$ cat src/rtl/booth_pkg.sv
// Shared types and elaboration-time helpers for the sequential Booth multiplier.
package booth_pkg;

    typedef enum logic [1:0] {
        IDLE     = 2'd0,
        MULTIPLY = 2'd1,
        DONE     = 2'd2
    } fsm_state_e;

    function automatic bit radix_legal(input int radix);
        return (radix == 2) || (radix == 4) || (radix == 8) || (radix == 16);
    endfunction

    // Falls back to 1 for an illegal radix so widths stay sane until the check fires.
    function automatic int rb_of(input int radix);
        int rb;
        rb = 1;
        for (int i = 1; i <= 4; i++) begin
            if ((1 << i) == radix) rb = i;
        end
        return rb;
    endfunction

    // ceil((n+1)/rb)*rb: room for a sign bit above an unsigned operand.
    function automatic int ext_width(input int n, input int rb);
        return ((n + rb) / rb) * rb;
    endfunction

    function automatic int iter_of(input int n, input int rb);
        return ext_width(n, rb) / rb;
    endfunction

endpackage

$ cat src/rtl/booth_recoder.sv
// Combinational Booth digit selection: turns an (RB+1)-bit window into digit*B.
module booth_recoder #(
    parameter int RB  = 2,
    parameter int EXT = 10
) (
    input  logic [RB:0]               window_i,
    input  logic signed [EXT-1:0]     b_i,
    output logic signed [EXT+RB-1:0]  multiple_o
);

    logic signed [EXT+RB-1:0] b_wide;

    assign b_wide = {{RB{b_i[EXT-1]}}, b_i};

    // digit = -w[RB]*2^(RB-1) + sum w[i]*2^(i-1) (i=1..RB-1) + w[0]
    always_comb begin
        multiple_o = '0;
        if (window_i[0]) multiple_o = b_wide;
        for (int i = 1; i < RB; i++) begin
            if (window_i[i]) multiple_o = multiple_o + (b_wide <<< (i - 1));
        end
        if (window_i[RB]) multiple_o = multiple_o - (b_wide <<< (RB - 1));
    end

endmodule

$ cat src/rtl/booth_multiplier_hs.sv
// Multi-cycle radix-configurable Booth multiplier with valid/ready on both sides.
// Optional BOOTH_MUL_ZERO_BYPASS_EN: zero operands skip straight to DONE.
module booth_multiplier_hs
    import booth_pkg::*;
#(
    parameter int DATA_WIDTH = 32,
    parameter int RADIX      = 4
) (
    input  logic                      clk_i,
    input  logic                      rst_n_i,
    input  logic                      clk_en_i,
    input  logic                      valid_i,
    output logic                      ready_o,
    input  logic [DATA_WIDTH-1:0]     operand_a_i,
    input  logic [DATA_WIDTH-1:0]     operand_b_i,
    input  logic                      signed_a_i,
    input  logic                      signed_b_i,
    output logic [2*DATA_WIDTH-1:0]   result_o,
    output logic                      valid_o,
    input  logic                      ready_i,
    output logic                      busy_o
);

    localparam int N     = DATA_WIDTH;
    localparam int RB    = rb_of(RADIX);
    localparam int EXT   = ext_width(N, RB);
    localparam int ITER  = iter_of(N, RB);
    localparam int PW    = EXT + RB;
    localparam int SRW   = PW + EXT + 1;
    localparam int CNT_W = $clog2(ITER + 1);

    if (!radix_legal(RADIX) || (DATA_WIDTH < 4)) begin : g_param_check
        $error("booth_multiplier_hs: RADIX must be 2/4/8/16 and DATA_WIDTH >= 4");
    end

    fsm_state_e               state_q, state_d;
    logic [CNT_W-1:0]         cnt_q, cnt_d;
    logic [2*N-1:0]           result_q, result_d;
    logic signed [PW-1:0]     p_q, p_d;
    logic [EXT-1:0]           a_q, a_d;
    logic                     l_q, l_d;
    logic signed [EXT-1:0]    b_q, b_d;

    logic [EXT-1:0]           a_ext;
    logic signed [EXT-1:0]    b_ext;
    logic signed [PW-1:0]     multiple;
    logic signed [PW-1:0]     sum;
    logic signed [SRW-1:0]    shifted;

    assign a_ext = signed_a_i ? {{(EXT-N){operand_a_i[N-1]}}, operand_a_i}
                              : {{(EXT-N){1'b0}}, operand_a_i};
    assign b_ext = signed_b_i ? {{(EXT-N){operand_b_i[N-1]}}, operand_b_i}
                              : {{(EXT-N){1'b0}}, operand_b_i};

    booth_recoder #(
        .RB  (RB),
        .EXT (EXT)
    ) u_recoder (
        .window_i   ({a_q[RB-1:0], l_q}),
        .b_i        (b_q),
        .multiple_o (multiple)
    );

    // One Booth step: accumulate, then shift {P, A, L} right by RB bits.
    assign sum     = p_q + multiple;
    assign shifted = $signed({sum, a_q, l_q}) >>> RB;

    always_comb begin
        state_d  = state_q;
        cnt_d    = cnt_q;
        result_d = result_q;
        p_d      = p_q;
        a_d      = a_q;
        l_d      = l_q;
        b_d      = b_q;
        if (clk_en_i) begin
            unique case (state_q)
                IDLE: begin
                    if (valid_i) begin
                        p_d   = '0;
                        a_d   = a_ext;
                        l_d   = 1'b0;
                        b_d   = b_ext;
                        cnt_d = '0;
`ifdef BOOTH_MUL_ZERO_BYPASS_EN
                        if ((a_ext == '0) || (b_ext == '0)) begin
                            state_d  = DONE;
                            result_d = '0;
                        end else begin
                            state_d = MULTIPLY;
                        end
`else
                        state_d = MULTIPLY;
`endif
                    end
                end
                MULTIPLY: begin
                    p_d   = shifted[SRW-1 -: PW];
                    a_d   = shifted[EXT:1];
                    l_d   = shifted[0];
                    cnt_d = cnt_q + 1'b1;
                    if (cnt_q == CNT_W'(ITER - 1)) begin
                        state_d  = DONE;
                        result_d = shifted[2*N:1];
                    end
                end
                DONE: begin
                    if (ready_i) state_d = IDLE;
                end
                default: state_d = IDLE;
            endcase
        end
    end

    always_ff @(posedge clk_i or negedge rst_n_i) begin
        if (!rst_n_i) begin
            state_q  <= IDLE;
            cnt_q    <= '0;
            result_q <= '0;
        end else begin
            state_q  <= state_d;
            cnt_q    <= cnt_d;
            result_q <= result_d;
        end
    end

    // Working registers are fully reloaded on accept, so they need no reset.
    always_ff @(posedge clk_i) begin
        p_q <= p_d;
        a_q <= a_d;
        l_q <= l_d;
        b_q <= b_d;
    end

    assign ready_o  = (state_q == IDLE) & clk_en_i;
    assign valid_o  = (state_q == DONE);
    assign busy_o   = (state_q != IDLE);
    assign result_o = result_q;

endmodule
$ cat config.mk
export PLATFORM = sky130hd
export DESIGN_NAME = booth_multiplier_hs
export DESIGN_NICKNAME = d
export VERILOG_FILES = /design/src/rtl/booth_pkg.sv /design/src/rtl/booth_recoder.sv /design/src/rtl/booth_multiplier_hs.sv
export SDC_FILE = /design/constraint.sdc
export NUM_CORES = 1
export LEC_CHECK = 0
export CAP_MARGIN = 5
export CORE_MARGIN = 5
export CORE_UTILIZATION = 45
export CTS_BUF_LIST = sky130_fd_sc_hd__clkbuf_4
export CTS_CLUSTER_SIZE = 30
export DETAILED_ROUTE_END_ITERATION = 6
export PLACE_DENSITY = 0.66
export SYNTH_ARGS = -nofsm -noshare
export SYNTH_HDL_FRONTEND = slang
export SYNTH_SLANG_ARGS = --single-unit
$ cat constraint.sdc
create_clock -name clk_i -period 8.9 [get_ports clk_i]
set_clock_uncertainty 0.2 [all_clocks]
set_input_delay 1.78 -clock clk_i [delete_from_list [all_inputs] [get_ports clk_i]]
set_output_delay 1.78 -clock clk_i [all_outputs]
set_load 0.01 [all_outputs]
== Yosys cells after proc, flatten, opt, wreduce, memory -nomap -nowiden ==
Cells that the tools add are included.

* Register bits: 175
* Output and inout port bits: 67
* Logic and storage cells: 42

* $add $sub $neg: 4
* Equal/unequal tests: 6
* Multiplexer cells: 16
* Bitwise logic cells: 1
* Reduce and logical (&&, ||, !) cells: 7

{| class="wikitable"
|+ Operator list
! cell !! number
|-
| 36-bit 2-to-1 mux || 4
|-
| 36-bit one-hot mux with 2 select lines || 1
|-
| 34-bit 2-to-1 mux || 2
|-
| 34-bit one-hot mux with 2 select lines || 1
|-
| 36-bit by 33-bit adder with 36-bit output || 1
|-
| 36-bit adder || 1
|-
| 36-bit by 34-bit subtractor with 36-bit output || 1
|-
| 5-bit one-hot mux with 2 select lines || 1
|-
| 3-bit AND reduction || 3
|-
| 2-bit 2-to-1 mux || 3
|-
| 2-bit one-hot mux with 3 select lines || 1
|-
| 5-bit by 1-bit adder with 5-bit output, second input constant || 1
|-
| 5-bit == test, second input constant || 1
|-
| 5-bit 2-to-1 mux || 1
|-
| 2-bit != test, second input constant || 2
|-
| 4-bit AND reduction || 1
|-
| 2-bit nonzero test || 2
|-
| 2-bit by 1-bit == test with 1-bit output, second input constant || 1
|-
| 2-bit == test, second input constant || 1
|-
| 2-bit zero test || 1
|-
| 2-bit by 1-bit != test with 1-bit output, second input constant || 1
|-
| 1-bit one-hot mux with 2 select lines || 1
|-
| 1-bit bitwise AND || 1
|-
| 1-bit 2-to-1 mux || 1
|}

== Logic depth before layout (Yosys ltp) ==
Gate-level depths: netlist of run 1.

* Depth in word-level cells: 7
* Gate-level depth with buffers: 29

== Cells and area by module ==
A second synthesis of run 1 with hierarchy kept.

* Cells, all modules: 1278
* Area, all modules: 11325.9 µm²

{| class="wikitable"
|+ By module, submodules not included
! module !! times used !! cells each !! area each (µm²) !! seq. area each (µm²)
|-
| booth_multiplier_hs || 1 || 823 || 8401.8 || 4839.6
|-
| booth_recoder || 1 || 455 || 2924.1 || 0.0
|}

== Worst setup path after synthesis of run 1 ==
OpenSTA, ideal clock, no wires.

* Kind: input to register
* From: input port clk_en_i
* To: register cnt_q[3]
* Library setup time: 202 ps
* Data arrival time: 7766 ps
* Required time: 8498 ps
* Setup slack: 732 ps
* Stages on the path: 6
* Buffers on the path: 1
* Cell sequence: clkbuf_1 inv_1 nor3_1 nand4_1 xor2_1 nor2_1

* Longest elaborated chain between the ends: 1

{| class="wikitable"
|+ RTL lines
! item !! line !! text
|-
| from (decl) || booth_multiplier_hs.sv:11 || <nowiki>input logic clk_en_i,</nowiki>
|-
| 3-bit AND reduction (no line) || - ||
|-
| to (signal assigned) || booth_multiplier_hs.sv:122 || <nowiki>cnt_q <= cnt_d;</nowiki>
|-
| to (decl) || booth_multiplier_hs.sv:37 || <nowiki>logic [CNT_W-1:0] cnt_q, cnt_d;</nowiki>
|}

No other way between the ends.
A chain may end at the register's enable or synchronous reset.

== Worst setup path in the final report of run 1 ==
* From: register a_q[0]
* To: register p_q[32] (data pin)

* Longest elaborated chain between the ends: 5

{| class="wikitable"
|+ RTL lines
! item !! line !! text
|-
| from (decl) || booth_multiplier_hs.sv:40 || <nowiki>logic [EXT-1:0] a_q, a_d;</nowiki>
|-
| from (signal assigned) || booth_multiplier_hs.sv:130 || <nowiki>a_q <= a_d;</nowiki>
|-
| 36-bit 2-to-1 mux (*) || booth_recoder.sv:20 || <nowiki>if (window_i[i]) multiple_o = multiple_o + (b_wide <<< (i - 1));</nowiki>
|-
| 36-bit by 34-bit subtractor with 36-bit output || booth_recoder.sv:22 || <nowiki>if (window_i[RB]) multiple_o = multiple_o - (b_wide <<< (RB - 1));</nowiki>
|-
| 36-bit 2-to-1 mux (*) || booth_recoder.sv:22 ||
|-
| 36-bit adder (*) || booth_multiplier_hs.sv:65 || <nowiki>assign sum = p_q + multiple;</nowiki>
|-
| 36-bit one-hot mux with 2 select lines (*) || booth_multiplier_hs.sv:77 || <nowiki>unique case (state_q)</nowiki>
|-
| to (signal assigned) || booth_multiplier_hs.sv:129 || <nowiki>p_q <= p_d;</nowiki>
|-
| to (decl) || booth_multiplier_hs.sv:39 || <nowiki>logic signed [PW-1:0] p_q, p_d;</nowiki>
|}

Every way passes the cells marked *; elsewhere a longest branch is shown, timed or not.

==> qor.csv, run 1 <==
metric;value;unit
die height;163;µm
synthesized cell area;0.0106;mm²
CP Class;reg2reg;
Die W;163;µm
Synthesized Nets;1229;
worst-path maximum fanout;30;
syn avg cell area;9.79;µm²
worst hold slack;301;ps
synth unique cells;57;
Worst setup EP type;flop;
crit start category;flop;
yosys warns;0;
Final Hold Fails;0;
Pre-antenna DRT Iters;7;
largest net degree at the start of global routing;75;
worst slew pin tran;1160;ps
max_slew headroom;22.4;%
# H-tree levels;4;
Rows;56;
Avg WL per Cell;16.5;µm
top_reg_cell synth;edfxtp_1;
Sink Count;173;
Boundary Pins;138;
Iter 0 DRT Violations;356;
WP data required;9000;ps
Post-CTS Setup Bufs;0;
grt ovf;0;
vias in the first global route;7878;
Hold Buf Count CTS;0;
setup TNS;0;ps
clk slew on worst S/H paths;160;ps
initial core utilization;45.3;%
Num CTS Buffers;17;
gpl congestion;0.899;
max-slew violation count;0;
initial antenna violation count;1;
Worst Hold Class;reg2reg;
cts repair resizes;0;
first-pass GRT wire length;40900;µm
Max Freq;148;MHz
Post-DP HPWL;18100;µm
DRC Markers;0;
Final ANT Viol Nets;0;
worst skew pair latency;580;ps
Routed WL;25200;µm
CTS Root Cell;clkbuf_4;
gr usage total;19.1;%
CTS tree;done;
Mapped Cells;1081;
ratio of final minimum period to clock period;76.0;%
# nets final;1349;
synthesis-to-finish area growth;19.1;%
status;finished clean;
Port Buffers;137;
EDFF count, synth;102;
flop-to-flop setup slack;2130;ps
Max clock buf depth;2;
crit path DAT;6870;ps
via-per-instance ratio;5.30;
Async S/R FF share, synth;41.0;%
maxcap violations;0;
vias post-DR;8134;
share of cells above drive strength 1;8.07;%
min Tclk post-route;6770;ps
register area share after synthesis;45.8;%
RSZ-0062 raised after global routing;no;
Final setup viols;0;
placeable core area;0.0233;mm²
post-synthesis register bit count;173;
area of the die;0.0267;mm²
==> cells in the final DEF (no fill, tap or decap), drive strengths merged, types with 19 or more instances in the layout <==
master	instances
xnor2	36
nor2	72
a21oi	91
mux2	40
edfxtp	102
inv	59
a22o	19
nand2	185
clkdlybuf4s50	136
dfrtp	71
a21o	39
ha	75
o21ai	79
xor2	28
==> flip-flops by register name (all words and copies together) (netlist names) <==
name,count
result_o,64
state_q,2
a_q,34
cnt_q,5
l_q,1
b_q,33
p_q,34
==> kinds of logic (layout without fill, tap and decap cells) <==
group / count (synthesis) / after routing / synth area share, %
multiplexers: 55 / 55 / 5.68
AND/OR/NAND/NOR: 321 / 321 / 13.0
buffers and inverters: 97 / 230 / 3.44
AO/OA/AOI/OAI: 294 / 294 / 17.6
flip-flops: 173 / 173 / 45.8
other: 0 / 1 / 0
XOR/XNOR: 64 / 64 / 5.30
adder cells (fa/ha/maj): 77 / 77 / 9.25
==> per-layer routing <==
layer  global-route usage, %  up-vias  part of all wire [%]  wire [µm]
met5                       0        -                     0          0
met1                    25.7     3807                    46      11500
met3                    6.94       16                   8.8       2210
li1                        -     4094                     -          -
met4                    3.09        0                  0.89        225
met2                    30.2      217                    45      11300
==> final cells by class <==
class / instances / area (µm²)
antenna: 1 / 2.50
multi-input combinational: 811 / 5400
timing repair buffer: 144 / 1420
clock buffer: 17 / 128
clock inverter: 15 / 199
fill: 2106 / 10700
inverter: 54 / 203
sequential: 173 / 4840
tap: 319 / 399
==> stage by stage <==
step	cell area (µm²)	utilization [%]	std cells	setup slack (ps)
2_1_floorplan	10600	-	1081	732
3_3_place_gp	12300	52.6	1501	2340
3_5_place_dp	12300	52.6	1501	2170
4_1_cts	12600	54.0	1533	2130
5_1_grt	12600	54.0	1534	1530
6_report	12600	54.0	1534	2130
==> critical path, cell delays in order (launching register included) <==
cell and delay (ps):
edfxtp_1 1150, and2_1 690, a22o_1 280, ha_1 300, a21oi_1 200, o21ai_1 80
and4_1 210, a21oi_2 130, nand3_1 130, a21oi_1 260, o21bai_1 100, a211oi_1 260
a2111oi_0 100, a21o_1 170, ha_1 330, a21o_1 170, a21o_1 170, a221oi_1 300
a21o_1 170, o31a_1 170, a311oi_2 130, a21oi_1 250, o211ai_1 130, a31oi_1 200
xor2_1 160, nor2_1 50
==> worst paths after layout <==
kind                                end  cells past startpoint          from
setup / recovery                p_q[32]                     25        a_q[0]
setup reg to reg                p_q[32]                     25        a_q[0]
hold / removal             result_o[35]                      2  result_o[35]
min in group asynchronous  result_o[11]                      1       rst_n_i
hold reg to reg            result_o[35]                      2  result_o[35]
max in group asynchronous  result_o[56]                      1       rst_n_i
==> cell usage after synthesis, drive strengths merged (19+ instances only) <==
master	count	area share [%]
a21o	39	2.8
o21ai	79	3.8
nand2	185	6.6
dfrtp	71	17
a21oi	91	4.4
edfxtp	102	29
inv	53	1.9
xor2	28	2.3
nor2	72	2.6
ha	75	8.9
a22o	19	1.6
xnor2	36	3.0
mux2	40	4.3
clkbuf	37	1.3
Power of run 1 is not shown: default switching activity piles up to over one toggle a cycle in this logic, so the estimate is an artifact.
==> run 2, diff against run 1 <==
- PLACE_DENSITY: 0.66 -> 0.69
- clock period: 8.9 -> 6.2 ns (I/O delays scaled with it)
==> qor.csv, run 2 (same netlist as run 1, synthesis figures left out) <==
metric;value;unit;change
status;finished clean;;
CP Class;reg2reg;;
die height;163;µm;unchanged
worst-path maximum fanout;30;;unchanged
maxcap violations;0;;unchanged
ratio of final minimum period to clock period;94.0;%;+18 points
first-pass GRT wire length;40700;µm;-0.35%
Worst setup EP type;flop;;
largest net degree at the start of global routing;96;;+28%
CTS tree;done;;
Port Buffers;137;;unchanged
Final ANT Viol Nets;0;;unchanged
# nets final;1357;;+0.59%
vias post-DR;8175;;+0.50%
Routed WL;25600;µm;+1.6%
max_slew headroom;27.8;%;+5.3 points
Max Freq;172;MHz;+16%
min Tclk post-route;5830;ps;-938 ps
# H-tree levels;4;;unchanged
max-slew violation count;0;;unchanged
DRC Markers;0;;unchanged
Sink Count;173;;unchanged
Iter 0 DRT Violations;467;;+31%
flop-to-flop setup slack;370;ps;-1760 ps
Die W;163;µm;unchanged
most frequent cells in the layout;nand2_1, clkdlybuf4s50_1, edfxtp_1, a21oi_1, ha_1;;
crit start category;flop;;
gr usage total;19.0;%;-0.060 points
gpl congestion;0.910;;+1.2%
share of cells above drive strength 1;9.17;%;+1.1 points
Final Hold Fails;0;;unchanged
via-per-instance ratio;5.30;;about the same
Rows;56;;unchanged
worst slew pin tran;1080;ps;-79.9 ps
grt ovf;0;;unchanged
initial core utilization;45.3;%;unchanged
Num CTS Buffers;17;;unchanged
Max clock buf depth;2;;unchanged
RSZ-0062 raised after global routing;no;;
commonest non-fill, non-tap cell in the layout;nand2_1;;
Boundary Pins;138;;unchanged
initial antenna violation count;1;;unchanged
Post-DP HPWL;18500;µm;+2.0%
Pre-antenna DRT Iters;5;;-2
CTS Root Cell;clkbuf_4;;
Avg WL per Cell;16.6;µm;+1.0%
worst skew pair latency;570;ps;about the same
vias in the first global route;7967;;+1.1%
WP data required;6320;ps;-2680 ps
area of the die;0.0267;mm²;unchanged
synthesis-to-finish area growth;19.7;%;
max FFs per register;64;;unchanged
Worst Hold Class;reg2reg;;
placeable core area;0.0233;mm²;unchanged
setup TNS;0;ps;unchanged
crit path DAT;5940;ps;-930 ps
Final setup viols;0;;unchanged
clk slew on worst S/H paths;170;ps;about the same
==> run 2: path summary, 6_finish.rpt <==
| check | start | endpoint | cells past startpoint |
|---|---|---|---|
| worst max-delay path | a_q[0] | p_q[32] | 26 |
| worst min-delay path | result_o[36] | result_o[36] | 2 |
| worst max register to register | a_q[0] | p_q[32] | 26 |
| worst min register to register | result_o[36] | result_o[36] | 2 |
| max in group asynchronous | rst_n_i | cnt_q[2] | 1 |
| min in group asynchronous | rst_n_i | result_o[28] | 1 |
==> run 2: timing repair <==
| item | CTS | global route |
|---|---|---|
| resized for setup | 0 | 8 |
| buffers inserted | 0 | 2 |
| setup endpoints to repair | 0 | 7 |
| hold buffers | 0 | 0 |
==> run 2: cell type report <==
| class | instances | area [µm²] |
|---|---|---|
| clock inverters | 15 | 146 |
| flip-flops and latches | 173 | 4840 |
| clock buffers | 17 | 128 |
| repair buffers | 152 | 1490 |
| well taps | 319 | 399 |
| multi-input cells | 811 | 5450 |
| inverters | 54 | 203 |
| fillers | 2100 | 10700 |
| diodes | 1 | 2.50 |
==> run 2: critical path, cell delays in order, from the launching register on <==
cell	delay [ps]
edfxtp_1	450
buf_12	190
and2_1	240
a22o_1	290
ha_1	370
a21oi_1	220
o21ai_1	90
and4_1	210
a21oi_2	140
nand3_1	160
a21oi_2	220
o21bai_1	80
a211oi_1	270
a2111oi_0	110
a21o_1	170
ha_1	340
a21o_1	180
a21o_1	180
a221oi_2	240
a21o_1	150
o31a_1	170
a311oi_2	140
a21oi_2	220
o211ai_1	110
a31oi_1	220
xor2_1	170
nor2_1	50
==> run 2: per-stage QoR <==
stage	hold slack [ps]	std cells	utilization [%]	instance area, µm²	setup WS, ps
floorplan	282	1081	-	10600	147
global placement	265	1507	52.8	12300	360
detailed placement	275	1507	52.8	12300	241
CTS	311	1539	54.0	12600	220
global route	313	1542	54.2	12700	10.1
finish	303	1542	54.2	12700	371
==> run 2: routing by layer <==
layer	vias to the layer above	GRT usage, %	wire, µm
met2	212	30.1	11600
met3	15	5.70	1870
met4	0	3.62	230
li1	4112	-	-
met5	-	0	0
met1	3836	26.2	11900
Power of run 2 is left out for the same reason.
==> run 3, diff against run 2 <==
- PLACE_DENSITY: 0.69 -> 0.66
- clock period: 6.2 -> 5.8 ns (I/O delays scaled with it)
==> qor.csv, run 3 (same netlist as run 1, synthesis figures left out) <==
metric;value;unit;change
Final Hold Fails;0;;unchanged
vias post-DR;8463;;+3.5%
Rows;56;;unchanged
Placed Area;0.0125;mm²;+1.2%
Die W;163;µm;unchanged
# H-tree levels;4;;unchanged
Worst Hold Depth;2;;unchanged
fill count;2019;;-3.9%
# nets final;1399;;+3.1%
Boundary Pins;138;;unchanged
Num CTS Buffers;17;;unchanged
die height;163;µm;unchanged
grt ovf;0;;unchanged
first-pass GRT wire length;41100;µm;+0.95%
Final WS setup;126;ps;-245 ps
Routed WL;26800;µm;+4.4%
via-per-instance ratio;5.34;;+0.78%
Avg WL per Cell;16.9;µm;+1.6%
maxcap violations;0;;unchanged
Final ANT Viol Nets;0;;unchanged
Iter 0 DRT Violations;498;;+6.6%
crit path DAT;5790;ps;-150 ps
initial antenna violation count;1;;unchanged
synthesis-to-finish area growth;26.8;%;
Max Freq;176;MHz;+2.7%
Final setup viols;0;;unchanged
share of cells above drive strength 1;16.9;%;+7.8 points
post-route cell area;0.0134;mm²;+5.9%
CP Class;reg2reg;;
max FFs per register;64;;unchanged
commonest non-fill, non-tap cell in the layout;nand2_1;;
Pre-antenna DRT Iters;5;;unchanged
DRC Markers;0;;unchanged
status;finished clean;;
worst skew pair latency;590;ps;+20 ps
most frequent cells in the layout;nand2_1, clkdlybuf4s50_1, edfxtp_1, dfrtp_1, nor2_1;;
Port Buffers;137;;unchanged
Max clock buf depth;2;;unchanged
max-slew violation count;0;;unchanged
ratio of final minimum period to clock period;97.8;%;+3.8 points
Worst setup EP type;flop;;
Sink Count;173;;unchanged
Worst Hold Class;reg2reg;;
worst slew pin tran;1030;ps;-56.8 ps
CTS tree;done;;
area of the die;0.0267;mm²;unchanged
Worst Reg-to-Reg Cells;26;;unchanged
max_slew headroom;31.4;%;+3.6 points
initial core utilization;45.3;%;unchanged
crit start category;flop;;
placeable core area;0.0233;mm²;unchanged
min Tclk post-route;5670;ps;-155 ps
worst-path maximum fanout;6;;-80%
WP data required;5920;ps;-400 ps
clk slew on worst S/H paths;170;ps;about the same
Hold Buf Count CTS;0;;unchanged
CTS Root Cell;clkbuf_4;;
gr usage total;19.3;%;+0.31 points
Post-DP HPWL;18800;µm;+1.6%
pre-CTS WS;-11.8;ps;-253 ps
vias in the first global route;7959;;-0.10%
largest net degree at the start of global routing;72;;-25%
gpl congestion;0.916;;+0.66%
[run 3: stage by stage]
stage	util [%]	cells	hold slack, ps	TNS (ps)
after floorplan	-	1081	282	0
after global placement	53.5	1527	265	0
after detailed placement	53.5	1527	270	-11.8
after CTS	54.8	1559	306	0
after global routing	57.5	1584	340	-532
final	57.5	1584	301	0
[run 3: critical path, stage by stage, from the launching register on]
cell       delay [ps]
edfxtp_1          570
buf_12            170
mux2i_1           180
a21o_1            200
inv_1              70
ha_1              280
nor2b_1           130
o21a_1            190
o21ai_2           240
a21oi_4           120
a31oi_4           200
o21ai_4           100
a21o_1            200
a21oi_2           160
xnor2_1            90
mux2_2            290
ha_4              280
and4_4            250
o2111ai_4         130
o31a_1            360
a311oi_2          350
a21oi_2           110
buf_4             140
nor2b_1           120
nor2_1             60
xor2_1            170
nor2_1             60
[run 3: per-layer routing]
metal	GRT usage [%]	part of all wire, %
met2	30.1	45
met3	5.93	7.1
met4	4.16	1.0
met1	26.8	47
met5	0	0
[run 3: what timing repair did]
item / in CTS / in global routing
hold endpoints to repair: 0 / 0
setup buffers: 0 / 22
pin swaps: 0 / 45
setup endpoints to repair: 1 / 16
resized for setup: 1 / 91
cloned: 0 / 2
[run 3: cell type report]
| cell class | instances | area, µm² | share of cell area [%] |
|---|---|---|---|
| clock buffers | 17 | 128 | 0.952 |
| flip-flops and latches | 173 | 4840 | 36.1 |
| repair buffers | 194 | 1850 | 13.8 |
| multi-input cells | 811 | 5810 | 43.4 |
| clock inverters | 15 | 171 | 1.28 |
| well taps | 319 | 399 | 2.98 |
| diodes | 1 | 2.50 | 0.0187 |
| inverters | 54 | 203 | 1.51 |
[run 3: worst paths after layout]
path                            slack [ps]         start            to
worst min-delay path                   300  result_o[50]  result_o[50]
min in group asynchronous              470       rst_n_i  result_o[28]
max in group asynchronous             4310       rst_n_i  result_o[52]
worst min register to register         300  result_o[50]  result_o[50]
worst max-delay path                   130        a_q[0]       p_q[28]
worst max register to register         130        a_q[0]       p_q[28]
Power of run 3 is left out for the same reason.
